`config.mk`:
```
export PLATFORM = sky130hd
export DESIGN_NAME = mcc_out_decode
export DESIGN_NICKNAME = d
export VERILOG_FILES = /design/src/rtl/mips_pkg.sv /design/src/rtl/mcc_out_decode.sv
export SDC_FILE = /design/constraint.sdc
export NUM_CORES = 1
export LEC_CHECK = 0
export ABC_AREA = 1
export BUFFER_PORTS_ARGS = -buffer_cell sky130_fd_sc_hd__buf_2
export CAP_MARGIN = 10
export CORE_AREA = 2 2 39 41
export DETAILED_ROUTE_END_ITERATION = 16
export DIE_AREA = 0 0 41 43
export GPL_ROUTABILITY_DRIVEN = 0
export PLACE_DENSITY = 0.63
export REMOVE_ABC_BUFFERS = 1
export SETUP_SLACK_MARGIN = 0.2
export SYNTH_ARGS = -nofsm -noshare
export SYNTH_HDL_FRONTEND = slang
export SYNTH_SLANG_ARGS = --single-unit
```
`constraint.sdc`:
```
create_clock -name vclk -period 2.2
set_clock_uncertainty 0.2 [all_clocks]
set_input_delay 0.11 -clock vclk [all_inputs]
set_output_delay 0.11 -clock vclk [all_outputs]
set_load 0.05 [all_outputs]
```
`src/rtl/mips_pkg.sv`:
```
// Shared encodings for the multi-cycle MIPS sequencer: opcodes, FSM states,
// datapath mux codes and the control-word payload.
package mips_pkg;

    localparam int unsigned OP_W    = 6;
    localparam int unsigned STATE_W = 4;

    localparam logic [OP_W-1:0] OP_RTYPE = 6'b000000;
    localparam logic [OP_W-1:0] OP_LW    = 6'b100011;
    localparam logic [OP_W-1:0] OP_SW    = 6'b101011;
    localparam logic [OP_W-1:0] OP_BEQ   = 6'b000100;
    localparam logic [OP_W-1:0] OP_BNE   = 6'b000101;
    localparam logic [OP_W-1:0] OP_J     = 6'b000010;
    localparam logic [OP_W-1:0] OP_ADDI  = 6'b001000;
    localparam logic [OP_W-1:0] OP_ANDI  = 6'b001100;

    typedef enum logic [STATE_W-1:0] {
        ST_IDLE     = 4'd0,
        ST_FETCH    = 4'd1,
        ST_DECODE   = 4'd2,
        ST_R_EXEC   = 4'd3,
        ST_R_WB     = 4'd4,
        ST_MEM_ADDR = 4'd5,
        ST_MEM_RD   = 4'd6,
        ST_MEM_WB   = 4'd7,
        ST_MEM_WR   = 4'd8,
        ST_BRANCH   = 4'd9,
        ST_JUMP     = 4'd10,
        ST_I_EXEC   = 4'd11,
        ST_I_WB     = 4'd12
    } state_t;

    localparam logic [1:0] ALU_ADD   = 2'b00;
    localparam logic [1:0] ALU_SUB   = 2'b01;
    localparam logic [1:0] ALU_FUNCT = 2'b10;
    localparam logic [1:0] ALU_AND   = 2'b11;

    localparam logic [1:0] PCSRC_ALU    = 2'b00;
    localparam logic [1:0] PCSRC_ALUOUT = 2'b01;
    localparam logic [1:0] PCSRC_JUMP   = 2'b10;

    localparam logic [1:0] SRCB_RT      = 2'b00;
    localparam logic [1:0] SRCB_FOUR    = 2'b01;
    localparam logic [1:0] SRCB_IMM     = 2'b10;
    localparam logic [1:0] SRCB_IMM_SH2 = 2'b11;

    typedef struct packed {
        logic       pc_write;
        logic       pc_write_beq;
        logic       pc_write_bne;
        logic [1:0] pc_source;
        logic       i_or_d;
        logic       mem_read;
        logic       mem_write;
        logic       ir_write;
        logic       mem_to_reg;
        logic       reg_dst;
        logic       reg_write;
        logic       alu_src_a;
        logic [1:0] alu_src_b;
        logic [1:0] alu_op;
        logic       instr_done;
        logic       illegal_op;
    } ctrl_t;

    // True for every opcode the sequencer knows how to execute
    function automatic logic op_legal(input logic [OP_W-1:0] op);
        case (op)
            OP_RTYPE, OP_LW, OP_SW, OP_BEQ, OP_BNE,
            OP_J, OP_ADDI, OP_ANDI: op_legal = 1'b1;
            default:                op_legal = 1'b0;
        endcase
    endfunction

endpackage

```
`src/rtl/mcc_out_decode.sv`:
```
// Moore output decode: FSM state (+opcode, +mem_ready for gated enables)
// to datapath control word. Purely combinational.
module mcc_out_decode
    import mips_pkg::*;
(
    input  state_t          state,
    input  logic [OP_W-1:0] opcode,
    input  logic            mem_ready,
    output ctrl_t           ctrl_c
);

    // Per-state control word; everything not named in a state stays 0
    always_comb begin
        ctrl_c = '0;
        case (state)
            ST_FETCH: begin
                ctrl_c.mem_read  = 1'b1;
                ctrl_c.i_or_d    = 1'b0;
                ctrl_c.alu_src_a = 1'b0;
                ctrl_c.alu_src_b = SRCB_FOUR;
                ctrl_c.alu_op    = ALU_ADD;
                ctrl_c.pc_source = PCSRC_ALU;
                ctrl_c.ir_write  = mem_ready;
                ctrl_c.pc_write  = mem_ready;
            end
            ST_DECODE: begin
                ctrl_c.alu_src_a  = 1'b0;
                ctrl_c.alu_src_b  = SRCB_IMM_SH2;
                ctrl_c.alu_op     = ALU_ADD;
                ctrl_c.illegal_op = ~op_legal(opcode);
            end
            ST_R_EXEC: begin
                ctrl_c.alu_src_a = 1'b1;
                ctrl_c.alu_src_b = SRCB_RT;
                ctrl_c.alu_op    = ALU_FUNCT;
            end
            ST_R_WB: begin
                ctrl_c.reg_dst    = 1'b1;
                ctrl_c.reg_write  = 1'b1;
                ctrl_c.mem_to_reg = 1'b0;
                ctrl_c.instr_done = 1'b1;
            end
            ST_MEM_ADDR: begin
                ctrl_c.alu_src_a = 1'b1;
                ctrl_c.alu_src_b = SRCB_IMM;
                ctrl_c.alu_op    = ALU_ADD;
            end
            ST_MEM_RD: begin
                ctrl_c.mem_read = 1'b1;
                ctrl_c.i_or_d   = 1'b1;
            end
            ST_MEM_WB: begin
                ctrl_c.reg_dst    = 1'b0;
                ctrl_c.mem_to_reg = 1'b1;
                ctrl_c.reg_write  = 1'b1;
                ctrl_c.instr_done = 1'b1;
            end
            ST_MEM_WR: begin
                ctrl_c.mem_write  = 1'b1;
                ctrl_c.i_or_d     = 1'b1;
                ctrl_c.instr_done = mem_ready;
            end
            ST_BRANCH: begin
                ctrl_c.alu_src_a    = 1'b1;
                ctrl_c.alu_src_b    = SRCB_RT;
                ctrl_c.alu_op       = ALU_SUB;
                ctrl_c.pc_source    = PCSRC_ALUOUT;
                ctrl_c.pc_write_beq = (opcode == OP_BEQ);
                ctrl_c.pc_write_bne = (opcode == OP_BNE);
                ctrl_c.instr_done   = 1'b1;
            end
            ST_JUMP: begin
                ctrl_c.pc_write   = 1'b1;
                ctrl_c.pc_source  = PCSRC_JUMP;
                ctrl_c.instr_done = 1'b1;
            end
            ST_I_EXEC: begin
                ctrl_c.alu_src_a = 1'b1;
                ctrl_c.alu_src_b = SRCB_IMM;
                ctrl_c.alu_op    = (opcode == OP_ANDI) ? ALU_AND : ALU_ADD;
            end
            ST_I_WB: begin
                ctrl_c.reg_dst    = 1'b0;
                ctrl_c.reg_write  = 1'b1;
                ctrl_c.alu_op     = (opcode == OP_ANDI) ? ALU_AND : ALU_ADD;
                ctrl_c.instr_done = 1'b1;
            end
            default: ctrl_c = '0;
        endcase
    end

endmodule

```
==> impl_results.md <==
* Drt drc at 0
* Non-filler instance count after layout at between 100 and 150
* Syn avg cell area at approximately 4.3 sq um
* Area fraction of the dominant cell type after synthesis at 0.3086
* Detailed Routing Iterations Pass 1 at 5
* Seq Cell Count at 0
* Peak supply drop at ~80 uV
* Hold slack at around 370 ps
* DR vias/cell at roughly 4.4
* Commonest non-fill, non-tap cells in the layout: buf_2, nand2_1, inv_1
* Final setup vio count at 0
* Status: complete, no violations
* Post-CTS setup buffer count at 0
* Simple logic cell fraction of the synthesized area at 0.7119
* Antenna violations before repair at 0
* Seq/Total Area, Yosys at 0
* Cell taking the most area after synthesis: nand2_1
* Largest delay share family, worst path: buffers and inverters
* Area after DPL at 474.2 sq um
* ANT nets after route at 0
* Commonest non-fill, non-tap cell in the layout: buf_2
* Clock buffer count at 0
* Routed WL per cell at 8.299 um
* Compound-gate portion of the synthesized area at 0.06584
* Peak Freq at 0.7152 GHz
* Final-stage net count at roughly 110
* Reg area at 0 sq um
* CP Data Arrival Time at approximately 1100 ps
* CP bufs+invs at 4
* DR vias at about 520
* Largest net degree at the start of global routing at 6
* WP data required at approximately 1900 ps
* Initial core utilization at 0.2197
* TNS Setup at 0 ps
* Adder and majority cell fraction of the synthesized area at 0
* Post-Route Utilization at 0.3427
* Ys Warns at 0
* Worst setup SP type: input pin
* Post-Synthesis Cell Area at 304.0 sq um
* Worst slew pin tran at about 250 ps
* Final Cycle Share at 0.6356
* Worst path max stage delay at about 280 ps
* Largest family of logic cells by synthesized area: simple AND/OR/NAND/NOR gates
* Die Wd at about 40 um
* # port buffers at 30
* Fraction of layout cells with a size suffix above 1 at 0.3465
* Post-DP HPWL at between 800 and 900 um
* Core Region at roughly 1400 sq um
* Min-Delay Path Class: in2out
* DP Cell Count at 117
* Leak at around 0.38 nW
* Post-CTS Resized at 0
* Tmin final at approximately 1400 ps
* Post-synthesis mux area share at 0
* WL final at ~970 um
* First-pass GRT wire length at about 1.5 mm
* Row cnt at 14
* Vias in the first global route at between 400 and 500
* Critical path class: in2out
* Max Slew Vio Count at 0
* Crit-path cells: buf_2 > inv_1 > nand2_1 > inv_1 > nand2_2 > nor3_2 > buf_2
* PD cells at ~230 nW/um^2
* DRT iter0 DRCs at 11
* CP endpoint kind: output pin
* Post-synth cell types at 10
* Gate count after technology mapping at 71
* Ant diodes at 0
* Slowest CP cell: buf_2
* Slew HR at 0.8306
* Final Hold Violating Endpoints at 0
* Crit-path max FO at 5
* P&R area growth vs syn at 55.97%
* Hold_buf cts at 0
* XOR/XNOR Fraction of Synth Area at 0
* RSZ-0062 raised after global routing: false
* Top cells by area, synth: nand2_1, inv_1, nand3_1, nor2_1, nor3_2
* Max-cap violations at 0
* Grt ovf at 0
* Boundary Pins at 30
* GRT Resource Usage Total at 0.1099
* Die height at roughly 43 um
* Total Die Area at between 1500 and 2000 sq um
* Final non-filler cell area at ~470 sq um
-- cell usage after synthesis --
cell	n
nand2_1	25
inv_1	18
nor2_1	10
nand3_1	8
a21oi_1	2
nor2_2	2
nor3_2	2
o21ai_1	2
nand2_2	1
nor4_1	1
-- per-layer routing --
layer	part of all wire	routed length [um]	global-route usage
met1	0.43	413	0.1392
met2	0.47	452	0.2063
met3	0.11	106	0
met4	0	0	0
met5	0	0	0
-- metrics by stage --
stage	power, W	setup slack [ps]
2_1_floorplan	0.00007908	225.2
3_3_place_gp	0.0001106	800.7
3_5_place_dp	0.0001117	791.8
5_1_grt	0.0001207	696.4
4_1_cts	0.0001118	786.6
6_report	0.0001112	801.7
-- area by class of cell --
cell class / instances / area, sq um
Inverter: 18 / 67.56
Fill cell: 181 / 909.6
Multi-Input combinational cell: 53 / 236.5
Timing Repair Buffer: 30 / 150.1
Tap cell: 16 / 20.02
-- worst min-delay path, cell delays in order --
cell and delay [ps]:
buf_2 110, nor4_1 40, buf_2 200
-- logic make-up (layout without fill, tap and decap cells) --
logic type,after synthesis,after routing
and+or+nand+nor,49,49
buffers and inverters,18,48
AOI/OAI and AO/OA,4,4
-- power by group --
part           internal (W)  total (W)  switching (W)  leakage [nW]
Sequential                0          0              0             0
Clock                     0          0              0             0
Combinational     0.0000270   0.000111      0.0000842         0.385
Total             0.0000270   0.000111      0.0000842         0.385
-- worst paths after layout --
kind / from / endpoint / slack [ps] / cells after the start
min: state[0] / ctrl_c[8] / 370 / 3
max: state[2] / ctrl_c[16] / 800 / 7
(Power assumes the default switching activity.)
